===== config.mk =====
export PLATFORM = sky130hd
export DESIGN_NAME = uart_rx
export DESIGN_NICKNAME = d
export VERILOG_FILES = /design/src/rtl/uart_rx.sv
export SDC_FILE = /design/constraint.sdc
export NUM_CORES = 1
export LEC_CHECK = 0
export BUFFER_PORTS_ARGS = -buffer_cell sky130_fd_sc_hd__buf_2
export CORE_MARGIN = 4
export CORE_UTILIZATION = 30
export CTS_BUF_LIST = sky130_fd_sc_hd__clkbuf_4 sky130_fd_sc_hd__clkbuf_8
export DETAILED_ROUTE_END_ITERATION = 8
export PLACE_DENSITY = 0.5
export SYNTH_ARGS = -nofsm -noshare
export SYNTH_HDL_FRONTEND = slang
export SYNTH_SLANG_ARGS = --single-unit
export TNS_END_PERCENT = 100

===== constraint.sdc =====
create_clock -name UART_clk -period 3.43 [get_ports UART_clk]
set_input_delay 0.343 -clock UART_clk [delete_from_list [all_inputs] [get_ports UART_clk]]
set_output_delay 0.343 -clock UART_clk [all_outputs]
set_load 0.02 [all_outputs]

===== src/rtl/uart_rx.sv =====
// Oversampling UART receiver: start, 8 data bits (LSB first), parity, stop.
// Recovers the byte, checks parity and framing, and pulses rx_done_tick once per frame.
`timescale 1ns/1ps

module uart_rx #(
    parameter int OVERSAMPLE = 16,
    parameter bit ODD_nEVEN  = 1'b1
) (
    input  logic       UART_clk,
    input  logic       rst_n,
    input  logic       rx,
    output logic [7:0] data_out,
    output logic       rx_done_tick,
    output logic       parity_err,
    output logic       frame_err,
    output logic       busy
);

    localparam int CW = (OVERSAMPLE > 2) ? $clog2(OVERSAMPLE) : 1;
    localparam logic [CW-1:0] CNT_HALF = CW'(OVERSAMPLE / 2 - 1);
    localparam logic [CW-1:0] CNT_FULL = CW'(OVERSAMPLE - 1);

    typedef enum logic [2:0] {
        S_IDLE,
        S_START,
        S_DATA,
        S_PARITY,
        S_STOP,
        S_BREAK
    } state_t;

    logic          r_sync1;
    logic          r_sync2;
    state_t        r_state;
    logic [CW-1:0] r_cnt;
    logic [2:0]    r_bit_idx;
    logic [7:0]    r_shreg;
    logic          r_par_bit;
    logic [7:0]    r_data;
    logic          r_tick;
    logic          r_perr;
    logic          r_ferr;

    state_t        w_state_next;
    logic [CW-1:0] w_cnt_next;
    logic [2:0]    w_bit_idx_next;
    logic [7:0]    w_shreg_next;
    logic          w_par_bit_next;
    logic [7:0]    w_data_next;
    logic          w_tick_next;
    logic          w_perr_next;
    logic          w_ferr_next;
    logic          w_rx_s;
    logic          w_cnt_half;
    logic          w_cnt_full;

    assign w_rx_s     = r_sync2;
    assign w_cnt_half = (r_cnt == CNT_HALF);
    assign w_cnt_full = (r_cnt == CNT_FULL);

    // Two-flop synchroniser; resets to MARK so no false start edge after reset.
    always_ff @(posedge UART_clk or negedge rst_n) begin
        if (!rst_n) begin
            r_sync1 <= 1'b1;
            r_sync2 <= 1'b1;
        end else begin
            r_sync1 <= rx;
            r_sync2 <= r_sync1;
        end
    end

    always_ff @(posedge UART_clk or negedge rst_n) begin
        if (!rst_n) begin
            r_state   <= S_IDLE;
            r_cnt     <= '0;
            r_bit_idx <= '0;
            r_shreg   <= '0;
            r_par_bit <= 1'b0;
            r_data    <= '0;
            r_tick    <= 1'b0;
            r_perr    <= 1'b0;
            r_ferr    <= 1'b0;
        end else begin
            r_state   <= w_state_next;
            r_cnt     <= w_cnt_next;
            r_bit_idx <= w_bit_idx_next;
            r_shreg   <= w_shreg_next;
            r_par_bit <= w_par_bit_next;
            r_data    <= w_data_next;
            r_tick    <= w_tick_next;
            r_perr    <= w_perr_next;
            r_ferr    <= w_ferr_next;
        end
    end

    always_comb begin
        w_state_next   = r_state;
        w_cnt_next     = r_cnt;
        w_bit_idx_next = r_bit_idx;
        w_shreg_next   = r_shreg;
        w_par_bit_next = r_par_bit;
        w_data_next    = r_data;
        w_tick_next    = 1'b0;
        w_perr_next    = r_perr;
        w_ferr_next    = r_ferr;

        unique case (r_state)
            S_IDLE: begin
                w_cnt_next = '0;
                if (!w_rx_s) begin
                    w_state_next = S_START;
                end
            end
            S_START: begin
                // Half-bit check re-centres sampling on the middle of each bit.
                if (w_cnt_half) begin
                    w_cnt_next = '0;
                    if (!w_rx_s) begin
                        w_state_next   = S_DATA;
                        w_bit_idx_next = '0;
                    end else begin
                        w_state_next = S_IDLE;
                    end
                end else begin
                    w_cnt_next = r_cnt + CW'(1);
                end
            end
            S_DATA: begin
                if (w_cnt_full) begin
                    w_cnt_next   = '0;
                    w_shreg_next = {w_rx_s, r_shreg[7:1]};
                    if (r_bit_idx == 3'd7) begin
                        w_state_next = S_PARITY;
                    end else begin
                        w_bit_idx_next = r_bit_idx + 3'd1;
                    end
                end else begin
                    w_cnt_next = r_cnt + CW'(1);
                end
            end
            S_PARITY: begin
                if (w_cnt_full) begin
                    w_cnt_next     = '0;
                    w_par_bit_next = w_rx_s;
                    w_state_next   = S_STOP;
                end else begin
                    w_cnt_next = r_cnt + CW'(1);
                end
            end
            S_STOP: begin
                // Leaving mid stop bit lets a back-to-back start edge be caught.
                if (w_cnt_full) begin
                    w_cnt_next   = '0;
                    w_data_next  = r_shreg;
                    w_tick_next  = 1'b1;
                    w_perr_next  = ODD_nEVEN ? ~^{r_shreg, r_par_bit}
                                             :  ^{r_shreg, r_par_bit};
                    w_ferr_next  = ~w_rx_s;
                    w_state_next = w_rx_s ? S_IDLE : S_BREAK;
                end else begin
                    w_cnt_next = r_cnt + CW'(1);
                end
            end
            S_BREAK: begin
                w_cnt_next = '0;
                if (w_rx_s) begin
                    w_state_next = S_IDLE;
                end
            end
            default: begin
                w_state_next = S_IDLE;
                w_cnt_next   = '0;
            end
        endcase
    end

    assign data_out     = r_data;
    assign rx_done_tick = r_tick;
    assign parity_err   = r_perr;
    assign frame_err    = r_ferr;
    assign busy         = (r_state != S_IDLE);

endmodule


==> metrics.md, run 1 <==
| Metric | Value |
|---|---|
| Share of layout cells above drive strength 1 | 35.82% |
| Top Usage Layer GRT | met2 |
| Final antenna-violating net count | 0 |
| Max-cap violations | 0 |
| GPL Wtd Cong | roughly 0.72 |
| Yosys reg bits | 32 |
| CTS sink cnt | 32 |
| Status | completed |
| Crit Path Category | register to register |
| Ys async rst share | 100.0% |
| GRT overflow | 0 |
| Final wirelength | 2550 um |
| Maximum vdd ir drop | roughly 0.21 mV |
| Post_cts resized | 0 |
| Postcts setup bufs | 0 |
| Clk pwr share | between 20% and 30% |
| Skew-Pair Late Insertion Delay | 280 ps |
| Post-Syn Nets | 123 |
| Sequential share of the synthesized area | between 50% and 60% |
| Mapped Area | 1481 sq um |
| Post-DP HPWL | 1829 um |
| Post-synth top area share | slightly above 50% |
| Tot Pwr | between 1 and 1.5 mW |
| Clock transition at path regs | approximately 70 ps |
| Synth cell types | 35 |
| EDFF count, synth | 0 |
| Sw frac | between 20 and 30% |
| Core area | 4755 sq um |
| Total Neg Setup Slack | 0 ps |
| WP data required | 3590 ps |
| Number of global-route vias before repair | slightly above 900 |
| Final critical-path share of the clock period | 55.00% |
| Cell-internal power | approximately 0.91 mW |
| Cell with the largest stage delay on the worst path | or3_4 |
| CP Launch Type | register |
| Most frequent cell on the critical path | ha_1 |
| Leak | about 0.87 nW |
| Drt first pass iters | 4 |
| Vias/cell | between 4 and 5 |
| Largest net degree at the start of global routing | 33 |
| Setup violators final | 0 |
| Core Rows | 25 |
| Net count, final | roughly 140 |
| Logic pwr share | between 20 and 30% |
| Worst slew pin tran | between 700 and 800 ps |
| Routed len/inst | 12.69 um |
| I/O Buffers | 14 |
| Layout area overhead | 16.22% |
| Max Freq | 0.5301 GHz |
| First-pass GRT wire length | roughly 4400 um |
| Number of I/O pins | 15 |
| Slowest Stage Delay on Critical Path | between 400 and 500 ps |
| Worst Setup End Kind | register |
| RSZ-0062 raised after global routing | no |
| GRT met3 Usage | under 10% |
| Clock root cell | clkbuf_8 |
| CP arrival | just over 2000 ps |
| CTS Buffer Depth | 2 |
| Cell family with most CP delay | simple AND/OR/NAND/NOR gates |
| Sequential power share | approximately 42% |
| CTS Buf Count | 5 |
| CTS Hold Bufs | 0 |
| Die H | 78.27 um |
| DRC | 0 |
| GR Util met1 | between 10% and 20% |
| Starting Density | between 30% and 40% |
| Power density over the cells | between 700 and 800 nW/um^2 |
| Met2 usage | between 10% and 20% |
| Area leader, netlist | dfrtp_1 |
| Minimum clock period | between 1500 and 2000 ps |
| TritonCTS clock tree | done |
| Hold crit path type | input port to asynchronous set/reset pin |
| Total GRT Usage | under 10% |
| Max_slew headroom | between 50% and 60% |
| Sw Pwr | slightly below 0.4 mW |
| Die W | roughly 78 um |
| DRT iter0 DRCs | 40 |
| Synth Flop Type | dfrtp_1 |
| Die area | 6126 sq um |
| WP buf/inv | 0 |
| Fin Clk Skew | about 6.7 ps |
| Final Hold Viols | 0 |
| Initial antenna violation count | 0 |
| ANT cells | 0 |
| CP Cell Sequence | ha_1, ha_1, nor3b_2, a21oi_1, or3_4, mux2_4 |
| Vias post-DR | 893 |
| Slew Limit Fails | 0 |
| Synth Instances | roughly 120 |
| CTS H-tree depth | 2 |
| Synth area leaders | dfrtp_1, mux2_2, xnor2_1, dfstp_2, ha_1 |
| Worst-path fanout max | 3 |
| Total number of yosys warnings | 0 |
| Post-Syn Area per Cell | ~13 sq um |
[cell type report]
cell class              instances  area (sq um)
clock buffers                   7         96.34
clock inverters                 1         30.03
fillers                       506          3033
inverters                       4         15.01
multi-input cells              76         623.1
flip-flops and latches         32         803.3
well taps                      67         83.83
repair buffers                 14         70.07
[metrics by stage]
step	std cells	util, %	instance area (sq um)	hold WS (ps)	setup slack [ps]
floorplan	117	-	1481	47.41	1673
global placement	193	33.55	1595	346.3	1618
detailed placement	193	33.55	1595	347.2	1548
CTS	201	36.21	1722	139.1	1541
global route	201	36.21	1722	154.4	1462
finish	201	36.21	1722	114.6	1543
[sequential cells by signal (all words and copies together) (netlist names)]
signal        cells
data_out          8
r_sync1           1
frame_err         1
rx_done_tick      1
r_state           3
parity_err        1
r_par_bit         1
r_bit_idx         3
r_sync2           1
r_shreg           8
r_cnt             4
[power by group through the flow]
stage          clock network, mW  registers [mW]  logic, mW
2_1_floorplan                  0           0.506      0.335
3_3_place_gp                   0           0.537      0.359
3_5_place_dp                   0           0.542      0.378
4_1_cts                    0.399           0.536      0.378
5_1_grt                    0.419           0.549      0.420
6_report                   0.386           0.538      0.372
[layer usage]
metal	vias up	share of wire, %
met5	-	0
met4	0	2.0
met3	5	3.6
met2	14	45
met1	442	49
li1	432	-
[synth_stat cells (2+ instances only)]
library cell  instances
ha_1                  3
a21oi_1               2
buf_6                 2
nand3_1               2
inv_1                 4
mux2_2               16
nor2_1                7
xnor2_1               8
nand2_1               7
mux2_4                2
buf_2                 2
mux2i_1               2
dfrtp_1              30
xor2_1                2
and3_1                2
dfstp_2               2
or3_1                 2
o21ai_0               5
[worst reg2reg max path: cells and delay by family (launching register included)]
kind	cells	cell delay, ps
AND/OR/NAND/NOR	2	580
adder cells (fa/ha/maj)	2	420
flip-flops	1	400
multiplexers	1	310
AO/OA/AOI/OAI	1	60
[logic make-up after synthesis]
kind of cell,Yosys count,share of synthesized area [%]
mux,20,15.54
flops,32,54.22
compound gates,14,6.420
fa+ha+maj,3,2.534
simple gates,28,10.14
buf+inv,9,3.716
xor+xnor,11,7.433
[layout by cell type, fill, tap and decap left out, types with 2 or more instances in the layout]
| master | count |
|---|---|
| dfrtp_1 | 30 |
| mux2_2 | 16 |
| buf_2 | 14 |
| xnor2_1 | 8 |
| nand2_1 | 7 |
| nor2_1 | 7 |
| clkbuf_8 | 7 |
| o21ai_0 | 5 |
| inv_1 | 4 |
| ha_1 | 3 |
| or3_1 | 2 |
| nand3_1 | 2 |
| xor2_1 | 2 |
| and3_1 | 2 |
| a21oi_1 | 2 |
| mux2i_1 | 2 |
| mux2_4 | 2 |
| dfstp_2 | 2 |
[path summary, 6_finish.rpt]
kind,endpoint,slack [ps],start,depth (start not counted)
worst min-delay path,frame_err$_DFFE_PN0P_,110,rst_n,1
worst min register to register,r_sync2$_DFF_PN1_,360,r_sync1$_DFF_PN1_,0
worst max-delay path,r_bit_idx[0]$_DFFE_PN0P_,1540,r_bit_idx[0]$_DFFE_PN0P_,6
worst max register to register,r_bit_idx[0]$_DFFE_PN0P_,1540,r_bit_idx[0]$_DFFE_PN0P_,6
min in group UART_clk,r_sync1$_DFF_PN1_,170,rx,1
max in group asynchronous,r_state[2]$_DFFE_PN0P_,2860,rst_n,1
Power figures use the tool's default switching activity.
==> run 2, diff against run 1 <==
- PLACE_DENSITY: 0.5 -> 0.52
- clock period: 3.43 -> 1.7 ns (I/O delays scaled with it)
==> run 2 against run 1 <==
Against the previous run: first-iteration DRC count is 30% higher; sequential power is 99% higher; register-to-register slack worse by 1500 ps; flip-flop and latch count stayed put; sequential share of layout area is 3.2 points lower; largest cell class unchanged.
==> metrics.md, run 2 (synthesis gave the netlist of run 1 again) <==
| Metric | Value |
|---|---|
| CP Launch Type | register |
| Fillers | 500 |
| GRT overflow | 0 |
| Cell-internal power | 1.927 mW |
| Max_slew headroom | between 50% and 60% |
| Power density over the cells | roughly 1500 nW/um^2 |
| Cell with the largest stage delay on the worst path | dfrtp_1 |
| Share of layout cells above drive strength 1 | roughly two fifths |
| Core Rows | 25 |
| Max-cap violations | 0 |
| Die W | ~78 um |
| Number of I/O pins | 15 |
| Commonest non-fill, non-tap cells in the layout | dfrtp_1, mux2_2, buf_2 |
| Slowest Stage Delay on Critical Path | between 300 and 400 ps |
| CTS Buffer Depth | 2 |
| Layout area overhead | 24.92% |
| Worst Setup End Kind | register |
| Final antenna-violating net count | 0 |
| I/O Buffers | 14 |
| Commonest non-fill, non-tap cell in the layout | dfrtp_1 |
| Sequential power share | about 40% |
| Clock transition at path regs | 60 ps |
| Starting Density | a little under a third |
| Clk pwr share | between 20% and 30% |
| Design Area, Final | ~1900 sq um |
| Final critical-path share of the clock period | around 100% |
| Setup violators final | 0 |
| Placed cell count | about 200 |
| GPL Wtd Cong | around 0.82 |
| DP Area | around 1700 sq um |
| Final Hold Viols | 0 |
| DRC | 0 |
| CTS H-tree depth | 2 |
| Die area | 6126 sq um |
| Crit Path Category | register to register |
| Maximum vdd ir drop | between 0.5 and 0.6 mV |
| Logic pwr share | between 30% and 40% |
| Final non-filler cell total | 212 |
| Sw frac | 28.95% |
| CTS Buf Count | 5 |
| Routed len/inst | roughly 12 um |
| Area occupied by registers | just over 800 sq um |
| Die H | ~78 um |
| CP arrival | 1860 ps |
| Slew Limit Fails | 0 |
| Vias/cell | around 4.3 |
| Total GRT Usage | under 10% |
| Initial antenna violation count | 0 |
| Final hold slack | approximately 360 ps |
| Clock root cell | clkbuf_8 |
| Worst-path fanout max | 2 |
| CP Cell Sequence | ha_2, ha_4, nor3b_2, a21oi_1, or3_4, mux2_4 |
| Vias post-DR | about 900 |
| Leak | 0.9307 nW |
| Sw Pwr | about 0.79 mW |
| CTS sink cnt | 32 |
| DRT iter0 DRCs | between 50 and 60 |
| WP data required | 1860 ps |
| Largest net degree at the start of global routing | 33 |
| Hold crit path type | register to register |
| WP buf/inv | 0 |
| ANT cells | 0 |
| Core area | 4755 sq um |
| Minimum clock period | 1696 ps |
| Skew-Pair Late Insertion Delay | around 270 ps |
| RSZ-0062 raised after global routing | yes |
| First-pass GRT wire length | 4616 um |
| Drt first pass iters | 3 |
| Max Freq | 0.5897 GHz |
| Fin Clk Skew | between 6 and 7 ps |
| Status | completed |
| Multi-input gate area | between 600 and 700 sq um |
| Worst slew pin tran | slightly above 700 ps |
| TritonCTS clock tree | done |
| Final wirelength | 2537 um |
| Number of global-route vias before repair | between 900 and 1000 |
| Cell family with most CP delay | simple AND/OR/NAND/NOR gates |
| Net count, final | 150 |
[run 2: cell types whose count changed in the layout (fill, tap and decap cells not counted)]
cell / before / now
ha_1: 3 / 1
ha_4: 0 / 1
buf_4: 0 / 7
buf_12: 0 / 2
dfrtp_2: 0 / 1
dfrtp_1: 30 / 29
ha_2: 0 / 1
dlygate4sd3_1: 0 / 2
[run 2: per-layer routing]
metal	vias up	wire length [um]	track usage (%)
li1	457	-	-
met1	446	1285	12.73
met2	11	1130	14.21
met3	2	91	3.096
met4	0	30	4.720
met5	-	0	0
[run 2: layout make-up]
class	instances	area share (%)
Clock inverter	1	1.623
Sequential cell	32	43.48
Clock buffer	7	5.206
Tap cell	67	4.530
Inverter	4	0.8114
Multi-Input combinational cell	76	34.48
Timing Repair Buffer	25	9.872
[run 2: power by group through the flow]
stage	Clock, mW	Sequential, mW	Combinational [mW]
after floorplan	0	1.02	0.680
after global placement	0	1.07	0.843
after detailed placement	0	1.08	0.858
after CTS	0.814	1.07	0.883
after global routing	0.854	1.09	0.989
final	0.780	1.07	0.865
[run 2: timing repair]
action                                  CTS  global route
hold buffers                              2             0
endpoints found under the setup margin    1            12
endpoints found under the hold margin    31             0
setup buffers                             0             0
resized for setup                         2             1
[run 2: path summary, 6_finish.rpt]
check	startpoint	end	slack, ps	depth (start not counted)
setup reg to reg	r_bit_idx[0]$_DFFE_PN0P_	r_bit_idx[0]$_DFFE_PN0P_	4	6
setup / recovery	r_bit_idx[0]$_DFFE_PN0P_	r_bit_idx[0]$_DFFE_PN0P_	4	6
min in group asynchronous	rst_n	data_out[6]$_DFFE_PN0P_	480	2
hold / removal	r_sync1$_DFF_PN1_	r_sync2$_DFF_PN1_	360	0
max in group asynchronous	rst_n	r_state[1]$_DFFE_PN0P_	720	2
hold reg to reg	r_sync1$_DFF_PN1_	r_sync2$_DFF_PN1_	360	0
[run 2: through the flow]
stage,TNS [ps],utilization (%),setup slack (ps),power (mW)
after floorplan,0,-,3.194,1.700
after global placement,0,35.55,11.20,1.908
after detailed placement,-23.83,35.55,-23.83,1.933
after CTS,-6.693,38.89,-6.693,2.763
after global routing,-252.5,38.92,-98.02,2.936
final,0,38.92,4.215,2.713
==> run 3, diff against run 2 <==
- ABC_AREA: default -> 1
- TNS_END_PERCENT: 100 -> default
==> run 3 against run 2 <==
Against the previous run: power fell by 19%; wire length increased by 5.2%; utilization down 1.3 points; via count increased by 22%; clock skew decreased by 0.88 ps; die area is 4.0% higher; fmax increased by 11%; critical endpoint is now frame_err$_DFFE_PN0P_; largest cell class unchanged.
==> metrics.md, run 3 <==
| Metric | Value |
|---|---|
| Commonest non-fill, non-tap cell in the layout | nand2_1 |
| CP Cell Sequence | ha_1, nand2_1, nor2_4, inv_1, nor2_4, inv_2, nand2_1, o21ai_2 |
| Die W | 79.83 um |
| Total GRT Usage | between 9 and 10% |
| Slowest Stage Delay on Critical Path | ~400 ps |
| First-pass GRT wire length | roughly 4500 um |
| Area occupied by registers | around 800 sq um |
| Vias/cell | between 4 and 5 |
| Setup violators final | 0 |
| Final wirelength | roughly 2700 um |
| Fin Clk Skew | around 5.6 ps |
| Leak | roughly 0.91 nW |
| Complex-gate fraction of the synthesized area | 8.731% |
| Minimum clock period | 1526 ps |
| Worst Setup End Kind | register |
| EDFF count, synth | 0 |
| Synth area leaders | dfrtp_1, nand2_1, o21ai_2, inv_1, nand3_1 |
| Final Hold Viols | 0 |
| CTS Buf Count | 5 |
| Total Neg Setup Slack | 0 ps |
| Simple-gate area share of the yosys netlist | a little under 30% |
| Post-Syn Nets | ~180 |
| Mapped Area | between 1500 and 2000 sq um |
| Tot Pwr | around 2.2 mW |
| Crit Path Category | register to register |
| Die area | roughly 6400 sq um |
| Largest family of logic cells by synthesized area | simple AND/OR/NAND/NOR gates |
| CTS H-tree depth | 2 |
| WP data required | ~1900 ps |
| Clock root cell | clkbuf_8 |
| Max_slew headroom | 54.07% |
| Vias post-DR | roughly 1100 |
| Worst slew pin tran | 688.9 ps |
| Fillers | approximately 490 |
| Post-Syn Area per Cell | ~9 sq um |
| Share of layout cells above drive strength 1 | between 20% and 30% |
| Core Rows | 25 |
| DRT iter0 DRCs | ~130 |
| CP Launch Type | register |
| Final critical-path share of the clock period | roughly nine tenths |
| Number of I/O pins | 15 |
| Maximum vdd ir drop | around 0.65 mV |
| ANT cells | 0 |
| Adder-cell share of the synthesized area | 2.425% |
| Die H | about 80 um |
| Drt first pass iters | 4 |
| Sequential share of the synthesized area | between 50% and 60% |
| Total number of yosys warnings | 0 |
| GRT overflow | 0 |
| Area leader, netlist | dfrtp_1 |
| Clock transition at path regs | ~70 ps |
| Routed len/inst | ~10 um |
| Skew-Pair Late Insertion Delay | between 200 and 300 ps |
| Slack of the critical path | about 170 ps |
| Layout area overhead | 17.87% |
| Ys async rst share | 100.0% |
| Post-synthesis xor/xnor area fraction | 1.132% |
| CTS Hold Bufs | 2 |
| Cell family with most CP delay | buffers and inverters |
| RSZ-0062 raised after global routing | no |
| Synth top cells by count | nand2_1, dfrtp_1, inv_1 |
| WP buf/inv | 2 |
| Synth cell types | 27 |
| Max Freq | between 0.6 and 0.7 GHz |
| Worst-path fanout max | 17 |
| CP arrival | around 1700 ps |
| Most frequent cell after synthesis | nand2_1 |
| I/O Buffers | 14 |
| DRC | 0 |
| Mux cell area share after synthesis | less than 1% |
| Post-synth top area share | 48.50% |
| Net count, final | around 200 |
| Power density over the cells | roughly 1200 nW/um^2 |
| Initial antenna violation count | 0 |
| GPL Wtd Cong | 0.7398 |
| Largest net degree at the start of global routing | 33 |
| Hold crit path type | register to register |
| Commonest non-fill, non-tap cells in the layout | nand2_1, dfrtp_1, inv_1 |
| Cell with the largest stage delay on the worst path | dfrtp_1 |
| Slew Limit Fails | 0 |
| Postcts setup bufs | 0 |
| Multi-input gate area | about 660 sq um |
| Number of global-route vias before repair | 1011 |
| Yosys reg bits | 32 |
| TritonCTS clock tree | done |
| Max-cap violations | 0 |
| CTS Buffer Depth | 2 |
| Status | completed |
| Post-DP HPWL | between 1500 and 2000 um |
| Final antenna-violating net count | 0 |
| Synth Flop Type | dfrtp_1 |
| Core area | around 4800 sq um |
| Post_cts resized | 0 |
| CTS sink cnt | 32 |
| Final hold slack | between 300 and 400 ps |
| Synth Instances | approximately 180 |
| Starting Density | a little under a third |
| Pre-CTS WS | approximately 180 ps |
-- run 3: cell count changes after synthesis, sizes merged, moves of 2 or more --
cell,change
mux2i,-2
o211ai,-2
nand2,+54
nor2,+10
nand3b,+2
inv,+15
nand3,+10
xnor2,-7
o21ai,+13
or3,-3
buf,-3
mux2,-17
and3,-2
-- run 3: through the flow --
step	cells	area, sq um	utilization (%)
after floorplan	176	1548	-
after global placement	256	1693	34.92
after detailed placement	256	1693	34.92
after CTS	266	1824	37.63
after global routing	266	1824	37.63
final	266	1824	37.63
-- run 3: kinds of logic (layout without fill, tap and decap cells) --
family	after synthesis	count (layout)
XOR/XNOR	2	2
adder cells (fa/ha/maj)	3	3
flip-flops	32	32
multiplexers	1	1
AO/OA/AOI/OAI	21	21
AND/OR/NAND/NOR	96	96
buffers and inverters	21	44
-- run 3: path summary, 6_finish.rpt --
| check | cells after the start | startpoint | slack, ps | endpoint |
|---|---|---|---|---|
| setup / recovery | 8 | r_cnt[0]$_DFF_PN0_ | 170 | frame_err$_DFFE_PN0P_ |
| hold / removal | 0 | r_sync1$_DFF_PN1_ | 360 | r_sync2$_DFF_PN1_ |
| setup reg to reg | 8 | r_cnt[0]$_DFF_PN0_ | 170 | frame_err$_DFFE_PN0P_ |
| hold reg to reg | 0 | r_sync1$_DFF_PN1_ | 360 | r_sync2$_DFF_PN1_ |
| max in group asynchronous | 2 | rst_n | 800 | r_state[1]$_DFFE_PN0P_ |
| min in group asynchronous | 2 | rst_n | 450 | data_out[5]$_DFFE_PN0P_ |
-- run 3: cell type report --
cell class | count | share of cell area [%]
timing repair buffer | 17 | 5.350
multi-input combinational | 123 | 36.01
tap | 67 | 4.595
clock inverter | 3 | 2.332
clock buffer | 5 | 3.772
sequential | 32 | 44.03
inverter | 19 | 3.909
-- run 3: routing by layer --
layer | track usage, % | part of all wire, % | vias to the layer above
li1 | - | - | 597
met2 | 13.77 | 42 | 18
met5 | 0 | 0 | -
met3 | 3.047 | 5.0 | 5
met1 | 11.89 | 51 | 498
met4 | 5.068 | 1.9 | 0
-- run 3: report_power, final --
group          internal, mW  leakage [nW]  switching, mW
registers             0.831         0.434         0.0702
logic                 0.190         0.416          0.364
clock network         0.433        0.0541          0.296
total                  1.45         0.905          0.730
